**config.mk**
```make
export PLATFORM = sky130hd
export DESIGN_NAME = stg_trap
export DESIGN_NICKNAME = d
export VERILOG_FILES = /design/src/rtl/stg_trap_pkg.sv /design/src/rtl/stg_trap_prio.sv /design/src/rtl/stg_trap.sv
export SDC_FILE = /design/constraint.sdc
export NUM_CORES = 1
export LEC_CHECK = 0
export CORE_MARGIN = 3
export CORE_UTILIZATION = 46
export CTS_CLUSTER_SIZE = 24
export DETAILED_ROUTE_END_ITERATION = 7
export PLACE_DENSITY = 0.9
export SLEW_MARGIN = 20
export SYNTH_ARGS = -nofsm -noshare
export SYNTH_HDL_FRONTEND = slang
export SYNTH_HIERARCHICAL = 1
export SYNTH_SLANG_ARGS = --single-unit
```
**constraint.sdc**
```tcl
create_clock -name iw_clk -period 5.7 [get_ports iw_clk]
set_input_delay 1.14 -clock iw_clk [delete_from_list [all_inputs] [get_ports iw_clk]]
set_output_delay 1.14 -clock iw_clk [all_outputs]
set_load 0.01 [all_outputs]
```
**src/rtl/stg_trap_pkg.sv**
```systemverilog
// stg_trap_pkg: cause codes, FSM states and default vector geometry for the trap-entry controller
package stg_trap_pkg;
  localparam int HBIT_ADDR = 47;
  localparam int HBIT_CAUSE = 7;
  localparam logic [HBIT_ADDR:0] DEF_VEC_BASE = 48'h0000_0100;
  localparam int DEF_VEC_STRIDE = 16;
  typedef enum logic [2:0] {
    ST_USER, ST_ENTER, ST_REDIR, ST_KERNEL, ST_HALT
  } state_t;
  typedef enum logic [2:0] {
    C_NONE = 3'd0, C_SYSCALL = 3'd1, C_ILLEGAL = 3'd2, C_IRQ = 3'd3, C_DOUBLE = 3'd4
  } cause_t;
endpackage

```
**src/rtl/stg_trap_prio.sv**
```systemverilog
// stg_trap_prio: fixed-priority trap encoder, ILLEGAL > SYSCALL > IRQ
module stg_trap_prio
  import stg_trap_pkg::*;
(
  input  logic   illegal,
  input  logic   syscall,
  input  logic   irq,
  output logic   valid,
  output cause_t cause
);
  assign valid = illegal | syscall | irq;
  assign cause = illegal ? C_ILLEGAL : syscall ? C_SYSCALL : irq ? C_IRQ : C_NONE;
endmodule

```
**src/rtl/stg_trap.sv**
```systemverilog
// stg_trap: trap-entry FSM (save LR, record cause, flush, redirect to vector, kernel mode)
// Build option TRAP_IRQ_EN enables the external interrupt path; without it iw_irq is ignored.
module stg_trap
  import stg_trap_pkg::*;
#(
  parameter int ADDR_W = HBIT_ADDR + 1,
  parameter int CAUSE_W = HBIT_CAUSE + 1,
  parameter logic [ADDR_W-1:0] VEC_BASE = ADDR_W'(DEF_VEC_BASE),
  parameter int VEC_STRIDE = DEF_VEC_STRIDE
) (
  input  logic               iw_clk,
  input  logic               iw_rst,
  input  logic               iw_ex_valid,
  input  logic [ADDR_W-1:0]  iw_ex_pc,
  input  logic               iw_syscall,
  input  logic               iw_illegal,
  input  logic               iw_irq,
  input  logic               iw_kret,
  output logic               ow_kmode,
  output logic               ow_lr_we,
  output logic [ADDR_W-1:0]  ow_lr_val,
  output logic               ow_cause_we,
  output logic [CAUSE_W-1:0] ow_cause,
  output logic               ow_flush,
  output logic               ow_stall,
  output logic               ow_redirect,
  output logic [ADDR_W-1:0]  ow_redirect_pc,
  output logic               ow_irq_ack,
  output logic               ow_halted
);
  state_t state, state_n;
  cause_t cause_q, cause_n, p_cause;
  logic [ADDR_W-1:0] ret_q, ret_n, vec;
  logic p_valid, irq_m, trap, dbl;
`ifdef TRAP_IRQ_EN
  assign irq_m = iw_irq;
`else
  assign irq_m = iw_irq & 1'b0;
`endif
  stg_trap_prio u_prio (
    .illegal(iw_illegal),
    .syscall(iw_syscall),
    .irq    (irq_m),
    .valid  (p_valid),
    .cause  (p_cause)
  );
  assign trap = iw_ex_valid & p_valid;
  assign dbl = iw_ex_valid & (iw_illegal | iw_syscall);
  assign vec = VEC_BASE + ADDR_W'(cause_q) * ADDR_W'(VEC_STRIDE);
  always_ff @(posedge iw_clk or posedge iw_rst)
    if (iw_rst) begin
      state <= ST_USER;
      cause_q <= C_NONE;
      ret_q <= '0;
    end else begin
      state <= state_n;
      cause_q <= cause_n;
      ret_q <= ret_n;
    end
  // A double fault reuses ENTER with cause DOUBLE but keeps the saved LR.
  always_comb begin
    state_n = state;
    cause_n = cause_q;
    ret_n = ret_q;
    case (state)
      ST_USER: if (trap) begin
        state_n = ST_ENTER;
        cause_n = p_cause;
        ret_n = (p_cause == C_SYSCALL) ? iw_ex_pc + 1'b1 : iw_ex_pc;
      end
      ST_ENTER: state_n = (cause_q == C_DOUBLE) ? ST_HALT : ST_REDIR;
      ST_REDIR: state_n = ST_KERNEL;
      ST_KERNEL: if (iw_kret) state_n = ST_USER;
        else if (dbl) begin
          state_n = ST_ENTER;
          cause_n = C_DOUBLE;
        end
      default: state_n = ST_HALT;
    endcase
  end
  always_comb begin
    ow_kmode = (state == ST_REDIR) || (state == ST_KERNEL) || (state == ST_HALT) ||
               (state == ST_ENTER && cause_q == C_DOUBLE);
    ow_lr_we = (state == ST_ENTER) && (cause_q != C_DOUBLE);
    ow_lr_val = ret_q;
    ow_cause_we = state == ST_ENTER;
    ow_cause = CAUSE_W'(cause_q);
    ow_flush = (state == ST_ENTER) || (state == ST_REDIR);
    ow_stall = (state == ST_ENTER) || (state == ST_HALT);
    ow_redirect = state == ST_REDIR;
    ow_redirect_pc = (state == ST_REDIR) ? vec : '0;
`ifdef TRAP_IRQ_EN
    ow_irq_ack = (state == ST_ENTER) && (cause_q == C_IRQ);
`else
    ow_irq_ack = 1'b0;
`endif
    ow_halted = state == ST_HALT;
  end
endmodule

```
==> results.ini <==
[setup_path]
critPathKind=input port to register
reg2reg_from=state[0]
start_kind=input port
worstSetupStartpoint=iw_syscall
end_kind=register
crit_fanout=7
arrival_ps=4200
r2r_setup_slack_ps=3130
worst_r2r_path_depth=3
reg2reg_to=ow_lr_val[42]
critical_path_required_ps=5950

[place]
dp_slack_ps=1440
gp_congestion=0.908
placed_area_mm2=0.00470
dp_cells=645
io_buffers=115
dpl.hpwl_mm=7.38

[route]
remaining_drc_errors=0
vias=3457
first_pass_iters=5
ant_nets=0
viasPerCell=5.29
routedWlPerCell_um=14.7
drt_iter0_drc=122
wirelength_mm=9.63

[finish]
final_common_cell=clkdlybuf4s50_1
antenna_cells=0
mostFrequentLayoutCells=clkdlybuf4s50_1, nand2_1, conb_1, dfrtp_1, o21ai_0
nNetsFinal=606
layout-drive-gt1-share_pct=4.36
finish.utilization_pct=62.0
final_area_mm2=0.00481
area_growth_pct=30.4
fin_cells=653

[timing]
rsz0062_at_grt=no
hold_slack_ps=491
period_share_pct=69.4
tightest_slew_ps=791
fin_worst_skew_ps=5.51
setup_ws_ps=1750
slew_headroom_pct=46.8
drv_slew=0
hold_viol_final=0
setup-violations-final=0
fin_setup_tns_ps=0
timing.fmax_ghz=0.253
fin_crit_ps=3950

[logic_synthesis]
synth_edf_count=0
ys_ff_latch=54
synthFlopType=dfrtp_1
async_flop_share_pct=100
netlist_area_mm2=0.00369
yosysWarnings=6
synth_cell_types=46
synth_area_per_cell_um2=8.26
seq_area_frac_synth_pct=36.6
netlist_instances=447

[cts]
cts_root_buf=clkbuf_8
cts-htree-levels=2
cts.clk_slew.worst_paths_ps=100
post_cts_buffers=0
cts_buffers=5
cts_sinks=54
post_cts_resized=0
cts_hold_buf=0
clock_latency_ps=310
clock_path_buffers=2
cts_tree=done

[floorplan]
dieArea_mm2=0.00914
rows=32
io_pins=167
start_util_pct=47.5
die_w_um=95.6
core_area_mm2=0.00777
die_y_um=95.6

[min_path]
min-delay-start=ow_lr_val[26]
holdCritPathClass=register to register
hold_depth=2
worst_hold_path.endpoint=ow_lr_val[26]

[pwr]
power_mw=1.76
peakVddDrop_mv=0.188
power_density_mw_per_mm2=366
leakagePower_nw=1.95

[grt]
first_global_vias=3228
antenna_found_initial=0
overflow=0
grt_max_degree=55
track_usage_pct=20.6
grt_pass1_wl_mm=15.0

[run_status]
status=complete, no violations

[flow_run]
maxCapViolCount=0

[cells by family (layout without fill, tap and decap cells)]
logic type	count (synthesis)	in the layout	share of synthesized area, %
mux	1	1	0.271
other cells	2	54	0.203
xor+xnor	33	33	7.83
buf+inv	84	136	14.4
simple gates	207	207	29.9
compound gates	65	65	10.5
flops	54	54	36.6
fa+ha+maj	1	1	0.339
[worst max-delay path by stage]
stage	end	slack, ps	cells after the start
after floorplan	ow_lr_val[45]	2080	8
after global placement	ow_lr_val[45]	1500	8
after detailed placement	ow_lr_val[45]	1440	8
after CTS	ow_lr_val[45]	1770	8
after global routing	ow_lr_val[45]	1660	8
final	ow_lr_val[45]	1750	8
[metal layers]
| layer | part of all wire (%) | vias up | track usage, % |
|---|---|---|---|
| met1 | 43 | 1630 | 26.2 |
| met5 | 0 | - | 0 |
| met4 | 1.6 | 0 | 4.74 |
| met2 | 48 | 135 | 35.7 |
| li1 | - | 1677 | - |
| met3 | 7.6 | 15 | 4.34 |
[where the power goes]
part           switching, mW  internal, mW
registers              0.113         0.558
logic                  0.381         0.454
clock network          0.127         0.131
[synth_stat cells (all sizes together), types with 4 or more instances]
cell	count	area share, %
buf	56	12
and4	6	1.4
a31oi	5	0.85
or3	6	1.0
and2	6	1.0
xor2	25	5.9
xnor2	8	1.9
nand2	66	6.7
nor2	26	2.6
inv	10	1.0
and3	7	1.2
a21oi	6	0.81
or4	11	2.5
o21ai	37	5.0
nand3	27	3.7
nand4	22	3.7
clkbuf	18	1.8
nor4	12	2.2
or4b	5	1.4
o311ai	4	0.95
dfrtp	54	37
[worst max-delay path, cell delays in order]
cell and delay (ps):
clkdlybuf4s50_1 520, nor2_1 60, nor2_1 170, or3b_1 510, or4_4 640, or4_4 580, or4_1 480, nand3_1 90
[flip-flops by register name, summed over array words and instances, names as in the netlist]
signal / count
cause_q: 3
state: 3
ow_lr_val: 48
[cell type report]
type | count | area [µm²]
clock buffer | 6 | 72.6
clock inverter | 2 | 37.5
fill | 693 | 2950
inverter | 10 | 40.0
multi-input combinational | 361 | 2010
sequential | 54 | 1350
tap | 102 | 128
timing repair buffer | 118 | 1170
Power figures use the tool's default switching activity.
